<file path="src/rtl/io_pkg.sv">
// Shared definitions for the Reduceron I/O UART transmitter: the write address map,
// the TX state encoding, and the line level that goes with each state.
package io_pkg;

  localparam logic [13:0] TX_ADDR   = 14'h0000;
  localparam logic [13:0] LED_ADDR  = 14'h0001;
  localparam logic [13:0] CTRL_ADDR = 14'h0002;

  typedef enum logic [1:0] {
    ST_IDLE  = 2'd0,
    ST_START = 2'd1,
    ST_DATA  = 2'd2,
    ST_STOP  = 2'd3
  } tx_state_e;

  // Serial line level for a state; only DATA depends on the shifted byte.
  function automatic logic line_level(input tx_state_e st, input logic data_bit);
    case (st)
      ST_START: line_level = 1'b0;
      ST_DATA:  line_level = data_bit;
      default:  line_level = 1'b1;
    endcase
  endfunction

endpackage

</file>
<file path="src/rtl/io_fifo.sv">
// Synchronous FIFO with extra-MSB wrapping pointers; the head entry is read
// combinationally so a pop and its data land on the same edge.
module io_fifo #(
  parameter int DATA_W = 8,
  parameter int DEPTH  = 8
) (
  input  logic              clk,
  input  logic              rst_n,
  input  logic              push,
  input  logic              pop,
  input  logic [DATA_W-1:0] wdata,
  output logic [DATA_W-1:0] rdata,
  output logic              full,
  output logic              empty
);

  localparam int ADDR_W = (DEPTH > 1) ? $clog2(DEPTH) : 1;
  localparam int PTR_W  = ADDR_W + 1;

  logic [PTR_W-1:0]  wr_ptr_q, wr_ptr_d;
  logic [PTR_W-1:0]  rd_ptr_q, rd_ptr_d;
  logic [DATA_W-1:0] mem_q [DEPTH];
  logic              do_push;
  logic              do_pop;

  assign empty = (wr_ptr_q == rd_ptr_q);
  assign full  = (wr_ptr_q[PTR_W-1] != rd_ptr_q[PTR_W-1]) &&
                 (wr_ptr_q[ADDR_W-1:0] == rd_ptr_q[ADDR_W-1:0]);
  assign rdata = mem_q[rd_ptr_q[ADDR_W-1:0]];

  // A push into a full FIFO is only legal when the head leaves on the same edge.
  always_comb begin
    do_pop   = pop && !empty;
    do_push  = push && (!full || do_pop);
    wr_ptr_d = wr_ptr_q;
    rd_ptr_d = rd_ptr_q;
    if (do_push) wr_ptr_d = wr_ptr_q + PTR_W'(1);
    if (do_pop)  rd_ptr_d = rd_ptr_q + PTR_W'(1);
  end

  always_ff @(posedge clk) begin
    if (!rst_n) begin
      wr_ptr_q <= '0;
      rd_ptr_q <= '0;
    end else begin
      wr_ptr_q <= wr_ptr_d;
      rd_ptr_q <= rd_ptr_d;
    end
  end

  always_ff @(posedge clk) begin
    if (do_push) mem_q[wr_ptr_q[ADDR_W-1:0]] <= wdata;
  end

endmodule

</file>
<file path="src/rtl/io_uart_tx.sv">
// Memory-mapped 8N1 UART transmitter with a byte FIFO, an LED register and a
// sticky overflow flag, driven from the Reduceron I/O write bus.
module io_uart_tx
  import io_pkg::*;
#(
  parameter int CLKS_PER_BIT = 434,
  parameter int FIFO_DEPTH   = 8
) (
  input  logic        CLOCK_50,
  input  logic        RESET_N,
  input  logic        iowrite,
  input  logic [13:0] ioaddr,
  input  logic [13:0] iowd,
  output logic        uart_txd,
  output logic [13:0] leds,
  output logic        fifo_full,
  output logic        overflow,
  output logic        tx_idle
);

  localparam int BAUD_W = (CLKS_PER_BIT > 2) ? $clog2(CLKS_PER_BIT) : 1;
  localparam logic [BAUD_W-1:0] BAUD_RELOAD = BAUD_W'(CLKS_PER_BIT - 1);

  tx_state_e         state_q, state_d;
  logic [BAUD_W-1:0] baud_q, baud_d;
  logic [2:0]        bit_cnt_q, bit_cnt_d;
  logic [7:0]        shift_q, shift_d;
  logic              txd_q, txd_d;
  logic [13:0]       leds_q, leds_d;
  logic              overflow_q, overflow_d;

  logic              tx_wr, led_wr, ctrl_wr;
  logic              fifo_push, fifo_pop, fifo_empty;
  logic [7:0]        fifo_rdata;
  logic              bit_done;

  io_fifo #(
    .DATA_W (8),
    .DEPTH  (FIFO_DEPTH)
  ) u_fifo (
    .clk   (CLOCK_50),
    .rst_n (RESET_N),
    .push  (fifo_push),
    .pop   (fifo_pop),
    .wdata (iowd[7:0]),
    .rdata (fifo_rdata),
    .full  (fifo_full),
    .empty (fifo_empty)
  );

  always_comb begin
    tx_wr   = iowrite && (ioaddr == TX_ADDR);
    led_wr  = iowrite && (ioaddr == LED_ADDR);
    ctrl_wr = iowrite && (ioaddr == CTRL_ADDR);
  end

  assign bit_done = (baud_q == '0);

  always_comb begin
    state_d   = state_q;
    baud_d    = baud_q;
    bit_cnt_d = bit_cnt_q;
    shift_d   = shift_q;
    fifo_pop  = 1'b0;
    case (state_q)
      ST_IDLE: begin
        if (!fifo_empty) begin
          fifo_pop = 1'b1;
          shift_d  = fifo_rdata;
          baud_d   = BAUD_RELOAD;
          state_d  = ST_START;
        end
      end
      ST_START: begin
        if (bit_done) begin
          baud_d    = BAUD_RELOAD;
          bit_cnt_d = 3'd0;
          state_d   = ST_DATA;
        end else begin
          baud_d = baud_q - BAUD_W'(1);
        end
      end
      ST_DATA: begin
        if (bit_done) begin
          baud_d  = BAUD_RELOAD;
          shift_d = {1'b0, shift_q[7:1]};
          if (bit_cnt_q == 3'd7) state_d = ST_STOP;
          else                   bit_cnt_d = bit_cnt_q + 3'd1;
        end else begin
          baud_d = baud_q - BAUD_W'(1);
        end
      end
      ST_STOP: begin
        if (bit_done) state_d = ST_IDLE;
        else          baud_d  = baud_q - BAUD_W'(1);
      end
      default: state_d = ST_IDLE;
    endcase
  end

  // The line is registered from the current state, so it trails the FSM by one cycle.
  always_comb begin
    txd_d      = line_level(state_q, shift_q[0]);
    fifo_push  = tx_wr && (!fifo_full || fifo_pop);
    leds_d     = led_wr ? iowd : leds_q;
    overflow_d = overflow_q;
    if (tx_wr && !fifo_push)     overflow_d = 1'b1;
    else if (ctrl_wr && iowd[0]) overflow_d = 1'b0;
  end

  always_ff @(posedge CLOCK_50) begin
    if (!RESET_N) begin
      state_q    <= ST_IDLE;
      baud_q     <= '0;
      bit_cnt_q  <= '0;
      txd_q      <= 1'b1;
      leds_q     <= '0;
      overflow_q <= 1'b0;
    end else begin
      state_q    <= state_d;
      baud_q     <= baud_d;
      bit_cnt_q  <= bit_cnt_d;
      txd_q      <= txd_d;
      leds_q     <= leds_d;
      overflow_q <= overflow_d;
    end
  end

  always_ff @(posedge CLOCK_50) begin
    shift_q <= shift_d;
  end

  assign uart_txd = txd_q;
  assign leds     = leds_q;
  assign overflow = overflow_q;
  assign tx_idle  = fifo_empty && (state_q == ST_IDLE);

endmodule

</file>
<file path="config.mk">
export PLATFORM = sky130hd
export DESIGN_NAME = io_uart_tx
export DESIGN_NICKNAME = d
export VERILOG_FILES = /design/src/rtl/io_pkg.sv /design/src/rtl/io_fifo.sv /design/src/rtl/io_uart_tx.sv
export SDC_FILE = /design/constraint.sdc
export NUM_CORES = 1
export LEC_CHECK = 0
export CAP_MARGIN = 25
export CORE_ASPECT_RATIO = 1.1
export CORE_UTILIZATION = 60
export DETAILED_ROUTE_END_ITERATION = 12
export PLACE_DENSITY = 0.84
export SYNTH_ARGS = -nofsm -noshare
export SYNTH_HDL_FRONTEND = slang
export SYNTH_SLANG_ARGS = --single-unit
</file>
<file path="constraint.sdc">
create_clock -name CLOCK_50 -period 9.7 [get_ports CLOCK_50]
set_clock_uncertainty 0.1 [all_clocks]
set_input_delay 1.94 -clock CLOCK_50 [delete_from_list [all_inputs] [get_ports CLOCK_50]]
set_output_delay 1.94 -clock CLOCK_50 [all_outputs]
set_load 0.02 [all_outputs]
</file>
==> flow_metrics.tcl, run 1 <==
set metrics [dict create \
    synthMuxAreaShare 0.102 \
    max_clock_freq_mhz 204 \
    die_area_um2 8220 \
    hold_viol_final 0 \
    synth_top_area_share 0.458 \
    vias 3208 \
    cp-start-kind "register" \
    grt_overflow 0 \
    hold_depth 2 \
    holdBufCountCts 0 \
    synth_cells 366 \
    min_from "leds[11]" \
    synthXorXnorAreaFrac 0.0111 \
    period_minus_slack_ns 4.91 \
    p_per_area_nw_per_um2 232 \
    min_period_over_period 0.506 \
    synthAdderAreaFrac 0.0265 \
    cts-root-buf "clkbuf_8" \
    synth_area_um2 4720 \
    yosysTopAreaCell "edfxtp_1" \
    cts_setup_buffers 0 \
    synth_top_family_by_area "simple AND/OR/NAND/NOR gates" \
    grt_pass1_wl_mm 16.6 \
    dpl.hpwl_mm 6.36 \
    ir_worst_vdd_mv 0.179 \
    synthSimpleGateAreaFrac 0.116 \
    die-height_um 95.0 \
    cp.required_ns 7.66 \
    final-setup-viol-count 0 \
    nFillCells 424 \
    tightest_slew_ns 1.04 \
    synth_compound_area_frac 0.0889 \
    avgViaCountPerCell 5.99 \
    reg2reg_slack_ns 6.81 \
    dr.pass1.iters 5 \
    syn_avg_cell_area_um2 12.9 \
    place_ws_ns 4.25 \
    synth_edf_count 72 \
    run_status "finished clean" \
    fin_nets 459 \
    r2r_cells 5 \
    synth_nets 407 \
    rows 33 \
    num_io_pins 49 \
    n_antenna_cell 0 \
    maxSlewViolCount 0 \
    portBuffers 48 \
    critical_path_arrival_ns 2.87 \
    ys_seq_area_frac 0.632 \
    rsz0062_at_grt "no" \
    synthDistinctLibCells 44 \
    clock_latency_ns 0.52 \
    grt_use_total 0.285 \
    cts_resized 0 \
    ys_ff_latch 113 \
    r2r-start "baud_q[0]" \
    regToRegEndpoint "shift_q[0]" \
    yosys-top-cells-area "edfxtp_1, dfxtp_1, mux4_2, nand2_1, a21oi_1" \
    place_congestion 0.818 \
    synthFlopType "edfxtp_1" \
    slew_headroom 0.306 \
    grt_pass1_vias 3289 \
    layout_setup_ws_ns 4.79 \
    endpoint_kind "primary output" \
    timing.hold.ws_ns 0.357 \
    core-area_um2 7510 \
    critical_path_class "reg -> out" \
    drt_iter0_drc 198 \
    cts-buffers-inserted 17 \
    synthArstFlopShare 0 \
    path_clk_slew_ns 0.06 \
    whs_endpoint "leds[11]" \
    cts_tree "yes" \
    antenna_found_initial 0 \
    yosysWarnings 0 \
    fin_setup_tns_ns 0 \
    hold_path.class "reg -> reg" \
    drc_errors 0 \
    totalWireLength_mm 10.4 \
    cp_max_fo 8 \
    drv_cap 0 \
    ant_nets 0 \
    dieWidth_um 86.5 \
    syn_to_final_growth_pct 25.0 \
    final_cells 536 \
    grt_max_degree 32 \
    drive_above_1_share 0.137 \
    start_util 0.628 \
    power.leakage_nw 2.00 \
    clockBufferDepth 2 \
    htreeDepth 4 \
    placedCellCount 502 \
    clock-sinks 113 \
    wire_per_inst_um 19.4 \
]
[area by class of cell]
class | instances | area [µm²] | share of cell area
clock buffers | 17 | 414 | 0.0702
clock inverters | 15 | 188 | 0.0318
inverters | 11 | 41.3 | 0.00700
multi-input cells | 225 | 1630 | 0.276
flip-flops and latches | 113 | 2980 | 0.506
well taps | 105 | 131 | 0.0223
repair buffers | 50 | 513 | 0.0870
[worst max-delay path, stage by stage, from the launching register on]
cell and delay, ns:
dfxtp_1 0.54, xor2_1 0.14, nor4_1 0.71, nand2_1 0.26
inv_1 0.10, clkdlybuf4s50_1 0.60
[synth_stat cells, types with 6 or more instances]
cell type and count:
clkbuf_1 14, nor2_1 18, mux2i_1 12, dfxtp_1 41
nand2_1 46, xor2_1 6, edfxtp_1 72, inv_1 11
a21oi_1 30, mux4_2 16, o21ai_0 17, nand3_1 7
ha_1 10, or3_1 6, nand2b_1 10
[kinds of logic after synthesis]
logic type,after synthesis
mux,28
xor+xnor,6
fa+ha+maj,10
simple gates,112
flops,113
compound gates,69
buf+inv,28
[flip-flops by register name (all words and copies together), names as in the netlist, named ones only]
name,cells
u_fifo.mem_q,64
leds,14
baud_q,9
shift_q,8
u_fifo.rd_ptr_q,4
u_fifo.wr_ptr_q,4
bit_cnt_q,3
state_q,2
overflow,1
uart_txd,1
[how the worst max path moves through the flow]
stage	startpoint	slack, ns	cells past startpoint	endpoint
3_3_place_gp	ioaddr[9]	4.47	6	u_fifo.mem_q[0][5]
6_report	u_fifo.wr_ptr_q[1]	4.79	5	tx_idle
5_1_grt	u_fifo.wr_ptr_q[1]	4.58	5	tx_idle
4_1_cts	ioaddr[9]	4.72	6	u_fifo.mem_q[0][0]
3_5_place_dp	ioaddr[9]	4.25	6	u_fifo.mem_q[0][6]
2_1_floorplan	ioaddr[9]	5.10	5	u_fifo.mem_q[0][0]
[through the flow]
| stage | instance area (µm²) | total power, W | utilization |
|---|---|---|---|
| CTS | 5860 | 0.00137 | 0.780 |
| detailed placement | 5260 | 0.000738 | 0.700 |
| global route | 5900 | 0.00141 | 0.785 |
| global placement | 5260 | 0.000731 | 0.700 |
| floorplan | 4720 | 0.000684 | - |
| finish | 5900 | 0.00137 | 0.785 |
[report_power, final]
group | switching [W] | total (W) | internal (W)
logic | 0.000116 | 0.000197 | 0.0000809
clock network | 0.000248 | 0.000626 | 0.000379
registers | 0.0000150 | 0.000544 | 0.000529
[placed cells by master (no fill, tap or decap), drive strengths merged, types with 10 or more instances in the layout]
cell type,n
a21oi,30
nand2,46
mux4,16
mux2i,12
ha,10
nor2,18
o21ai,17
clkbuf,17
nand2b,10
inv,22
dfxtp,41
edfxtp,72
clkdlybuf4s50,48
[metal layers]
layer  up-vias  routed length, µm  GRT usage
li1       1475                  -          -
met1      1578               3960      0.321
met2       128               5540      0.495
met3        27                589     0.0900
met4         0                278      0.128
met5         -                  0          0
No activity file was read; power rests on OpenSTA's default activity.
==> run 2: changes to the inputs <==
CORE_UTILIZATION = 51   (was 60)
PLACE_DENSITY = 0.76   (was 0.84)
clock period = 4.1 ns   (was 9.7 ns; I/O delays follow)
==> run 2 against run 1 <==
Effect of this change: register-to-register slack got worse by 5.5 ns; sequential share of layout area decreased by 0.89 points; hold slack got worse by 0.0052 ns; critical path type unchanged; largest cell class unchanged; largest power group unchanged.
==> flow_metrics.tcl, run 2 (synthesized netlist as in run 1, its figures left out) <==
set metrics [dict create \
    place_ws_ns 0.407 \
    drt_iter0_drc 204 \
    start_util 0.529 \
    cts-root-buf "clkbuf_8" \
    cpMaxStageDelayCell "clkdlybuf4s50_1" \
    path_delay_family "buffers and inverters" \
    htreeDepth 4 \
    syn_to_final_growth_pct 27.2 \
    cts_resized 0 \
    combPwrFrac 0.201 \
    switchingPower_w 0.00103 \
    clock_latency_ns 0.51 \
    largest_reg_flops 64 \
    grt_use_total 0.231 \
    grt_pass1_vias 3126 \
    cp_slowest_stage_delay_ns 0.59 \
    clock-sinks 113 \
    totalWireLength_mm 10.2 \
    min_period_over_period 0.835 \
    die_area_um2 9640 \
    critical_path_arrival_ns 2.50 \
    switching_share 0.288 \
    period_minus_slack_ns 3.42 \
    cp_max_fo 8 \
    wirelength_met1_mm 4.29 \
    path_clk_slew_ns 0.06 \
    layout_setup_ws_ns 0.676 \
    tightest_slew_ns 0.797 \
    slew_headroom 0.468 \
    cp-start-kind "register" \
    max_clock_freq_mhz 292 \
    grt_max_degree 32 \
    pwr-share-clk 0.425 \
    n_antenna_cell 0 \
    p_int_w 0.00254 \
    final_common_cell "edfxtp_1" \
    drc_errors 0 \
    place_congestion 0.818 \
    wire_per_inst_um 18.4 \
    vias 3181 \
    power.leakage_nw 2.06 \
    core-area_um2 8920 \
    endpoint_kind "primary output" \
    wl_met2_mm 5.16 \
    dr_wl_met3_um 588 \
    ant_nets 0 \
    dieWidth_um 93.7 \
    power_w 0.00357 \
    fin_setup_tns_ns 0 \
    ir_worst_vdd_mv 0.279 \
    dr.pass1.iters 5 \
    cts_setup_buffers 0 \
    cp.required_ns 3.18 \
    clockBufferDepth 2 \
    hold_path.class "reg -> reg" \
    reg2reg_slack_ns 1.30 \
    avgViaCountPerCell 5.73 \
    final-setup-viol-count 0 \
    cts_tree "yes" \
    cts-buffers-inserted 17 \
    grt_pass1_wl_mm 16.2 \
    rsz0062_at_grt "no" \
    layout_common_cells "edfxtp_1, clkdlybuf4s50_1, nand2_1" \
    fin_nets 469 \
    antenna_found_initial 0 \
    p_per_area_nw_per_um2 595 \
    crit_buf_inv 3 \
    portBuffers 48 \
    dpl.hpwl_mm 6.60 \
    run_status "finished clean" \
    critical_path_class "reg -> out" \
    rows 36 \
    holdBufCountCts 0 \
    die-height_um 103 \
    top_layer "met4" \
    hold_viol_final 0 \
    drive_above_1_share 0.156 \
    drv_cap 0 \
    cp_cell_sequence "xor2_1 -> nor4_1 -> buf_4 -> nand2_1 -> inv_1 -> clkdlybuf4s50_1" \
    num_io_pins 49 \
    grt_overflow 0 \
    maxSlewViolCount 0 \
    power_frac_seq 0.373 \
]
[run 2: per-stage QoR]
stage | cell area [µm²] | hold WS (ns) | utilization | std cells
finish | 6000 | 0.352 | 0.673 | 555
global route | 6000 | 0.372 | 0.673 | 555
CTS | 5960 | 0.354 | 0.668 | 553
detailed placement | 5350 | 0.346 | 0.600 | 521
global placement | 5350 | 0.339 | 0.600 | 521
floorplan | 4720 | 0.337 | - | 366
[run 2: layout make-up]
| cell class | count | area [µm²] |
|---|---|---|
| flip-flops and latches | 113 | 2980 |
| fillers | 631 | 2920 |
| multi-input cells | 225 | 1630 |
| repair buffers | 60 | 598 |
| clock buffers | 17 | 414 |
| clock inverters | 15 | 196 |
| well taps | 114 | 143 |
| inverters | 11 | 41.3 |
[run 2: worst min-delay path: stages (launching register included)]
cell and delay, ns:
dfxtp_1 0.31, nand2_1 0.05, a21oi_1 0.05
[run 2: path summary, 6_finish.rpt]
path,startpoint,end,cells past startpoint
setup / recovery,u_fifo.wr_ptr_q[1],tx_idle,6
hold / removal,leds[13],leds[13],2
setup reg to reg,baud_q[0],shift_q[5],5
hold reg to reg,leds[13],leds[13],2
[run 2: routing by layer]
metal	up-vias	global-route usage
met3	17	0.0649
met5	-	0
met4	0	0.0959
met1	1552	0.296
met2	119	0.372
li1	1493	-
[run 2: power by group through the flow]
| stage | registers (W) | clock network (W) | logic, W |
|---|---|---|---|
| floorplan | 0.00130 | 0 | 0.000321 |
| global placement | 0.00137 | 0 | 0.000637 |
| detailed placement | 0.00138 | 0 | 0.000648 |
| CTS | 0.00136 | 0.00153 | 0.000658 |
| global route | 0.00134 | 0.00158 | 0.000796 |
| finish | 0.00133 | 0.00152 | 0.000719 |
==> run 3: changes to the inputs <==
clock period = 3.1 ns   (was 4.1 ns; I/O delays follow)
==> run 3 against run 2 <==
Effect of this change: power grew 28%; first-iteration DRC count shrank 11%; clock power grew 24%; critical path depth shrank 1; register-to-register slack lost 1.0 ns; largest cell class unchanged; sequential cell count is the same; routed wire length grew 4.3%; worst setup slack lost 0.66 ns.
==> flow_metrics.tcl, run 3 (synthesized netlist as in run 1, its figures left out) <==
set metrics [dict create \
    run_status "finished clean" \
    nFillCells 603 \
    syn_to_final_growth_pct 27.6 \
    min_from "leds[9]" \
    portBuffers 48 \
    power.leakage_nw 2.08 \
    die_area_um2 9640 \
    vias 3217 \
    drv_cap 0 \
    drt_iter0_drc 182 \
    clock_latency_ns 0.53 \
    place_congestion 0.812 \
    core-area_um2 8920 \
    final_cells 565 \
    hold_viol_final 0 \
    dr_wl_met3_um 565 \
    ant_nets 0 \
    hold_path.class "reg -> reg" \
    totalWireLength_mm 10.7 \
    final_common_cell "edfxtp_1" \
    top_layer "met4" \
    slew_headroom 0.509 \
    min_period_over_period 0.993 \
    max_clock_freq_mhz 325 \
    critical_path_arrival_ns 2.36 \
    cpMaxStageDelayCell "clkdlybuf4s50_1" \
    cts_setup_buffers 0 \
    r2r-start "baud_q[0]" \
    rsz0062_at_grt "yes" \
    grt_use_total 0.251 \
    cp_cell_sequence "xor2_1 -> nor4_1 -> nand2_1 -> inv_1 -> clkdlybuf4s50_1" \
    tightest_slew_ns 0.736 \
    path_clk_slew_ns 0.06 \
    clock-sinks 113 \
    wl_met2_mm 5.58 \
    wire_per_inst_um 18.9 \
    cts-root-buf "clkbuf_8" \
    grt_overflow 0 \
    p_per_area_nw_per_um2 761 \
    critical_path_class "reg -> out" \
    clockBufferDepth 2 \
    wirelength_met1_mm 4.24 \
    antenna_found_initial 0 \
    htreeDepth 4 \
    dieWidth_um 93.7 \
    die-height_um 103 \
    rows 36 \
    dpl.hpwl_mm 6.91 \
    cp.required_ns 2.38 \
    grt_pass1_vias 3171 \
    grt_pass1_wl_mm 17.1 \
    grt_max_degree 24 \
    timing.hold.ws_ns 0.351 \
    ir_worst_vdd_mv 0.609 \
    num_io_pins 49 \
    layout_common_cells "edfxtp_1, clkdlybuf4s50_1, nand2_1" \
    dr.pass1.iters 5 \
    start_util 0.529 \
    drc_errors 0 \
    startpoint "u_fifo.rd_ptr_q[2]" \
    n_antenna_cell 0 \
    cp-start-kind "register" \
    maxSlewViolCount 0 \
    fin_nets 479 \
    cp_slowest_stage_delay_ns 0.59 \
    largest_reg_flops 64 \
    fin_setup_tns_ns 0 \
    cp_max_fo 4 \
    final-setup-viol-count 0 \
    holdBufCountCts 0 \
    cts-buffers-inserted 17 \
    avgViaCountPerCell 5.69 \
    cts_tree "yes" \
    period_minus_slack_ns 3.08 \
    endpoint_kind "primary output" \
    placedCellCount 533 \
    cts_resized 0 \
    drive_above_1_share 0.177 \
]
[run 3: cell type report]
| cell class | instances | area [µm²] | share of cell area |
|---|---|---|---|
| clock buffer | 17 | 414 | 0.0688 |
| inverter | 11 | 41.3 | 0.00686 |
| clock inverter | 15 | 161 | 0.0268 |
| multi-input combinational | 225 | 1630 | 0.271 |
| timing repair buffer | 70 | 646 | 0.107 |
| sequential | 113 | 2980 | 0.496 |
| tap | 114 | 143 | 0.0237 |
[run 3: metal layers]
metal / vias to the layer above / track usage
li1: 1520 / -
met1: 1569 / 0.298
met2: 105 / 0.428
met3: 23 / 0.0693
met4: 0 / 0.114
met5: - / 0
[run 3: metrics by stage]
stage | power, W | setup slack (ns) | cell area [µm²] | utilization
6_report | 0.00458 | 0.0211 | 6020 | 0.675
4_1_cts | 0.00460 | 0.0201 | 6020 | 0.675
5_1_grt | 0.00479 | -0.0770 | 6020 | 0.675
3_5_place_dp | 0.00272 | -0.335 | 5440 | 0.610
3_3_place_gp | 0.00269 | -0.288 | 5440 | 0.610
2_1_floorplan | 0.00214 | -0.0755 | 4720 | -
[run 3: worst max-delay path, delay by kind of cell, from the launching register on]
family	cells	cell delay, ns
buffers and inverters	2	0.67
and+or+nand+nor	2	0.64
DFF	1	0.34
xor gates and xnor gates	1	0.18
[run 3: power by group]
part	total, W	switching [W]	internal (W)
registers	0.00175	0.0000541	0.00170
clock network	0.00188	0.000778	0.00110
logic	0.000950	0.000540	0.000410
total	0.00458	0.00137	0.00321
[run 3: worst paths after layout]
path	to	slack, ns	depth (start not counted)
min	leds[9]	0.35	2
min reg2reg	leds[9]	0.35	2
max reg2reg	shift_q[6]	0.29	5
max	tx_idle	0.02	5
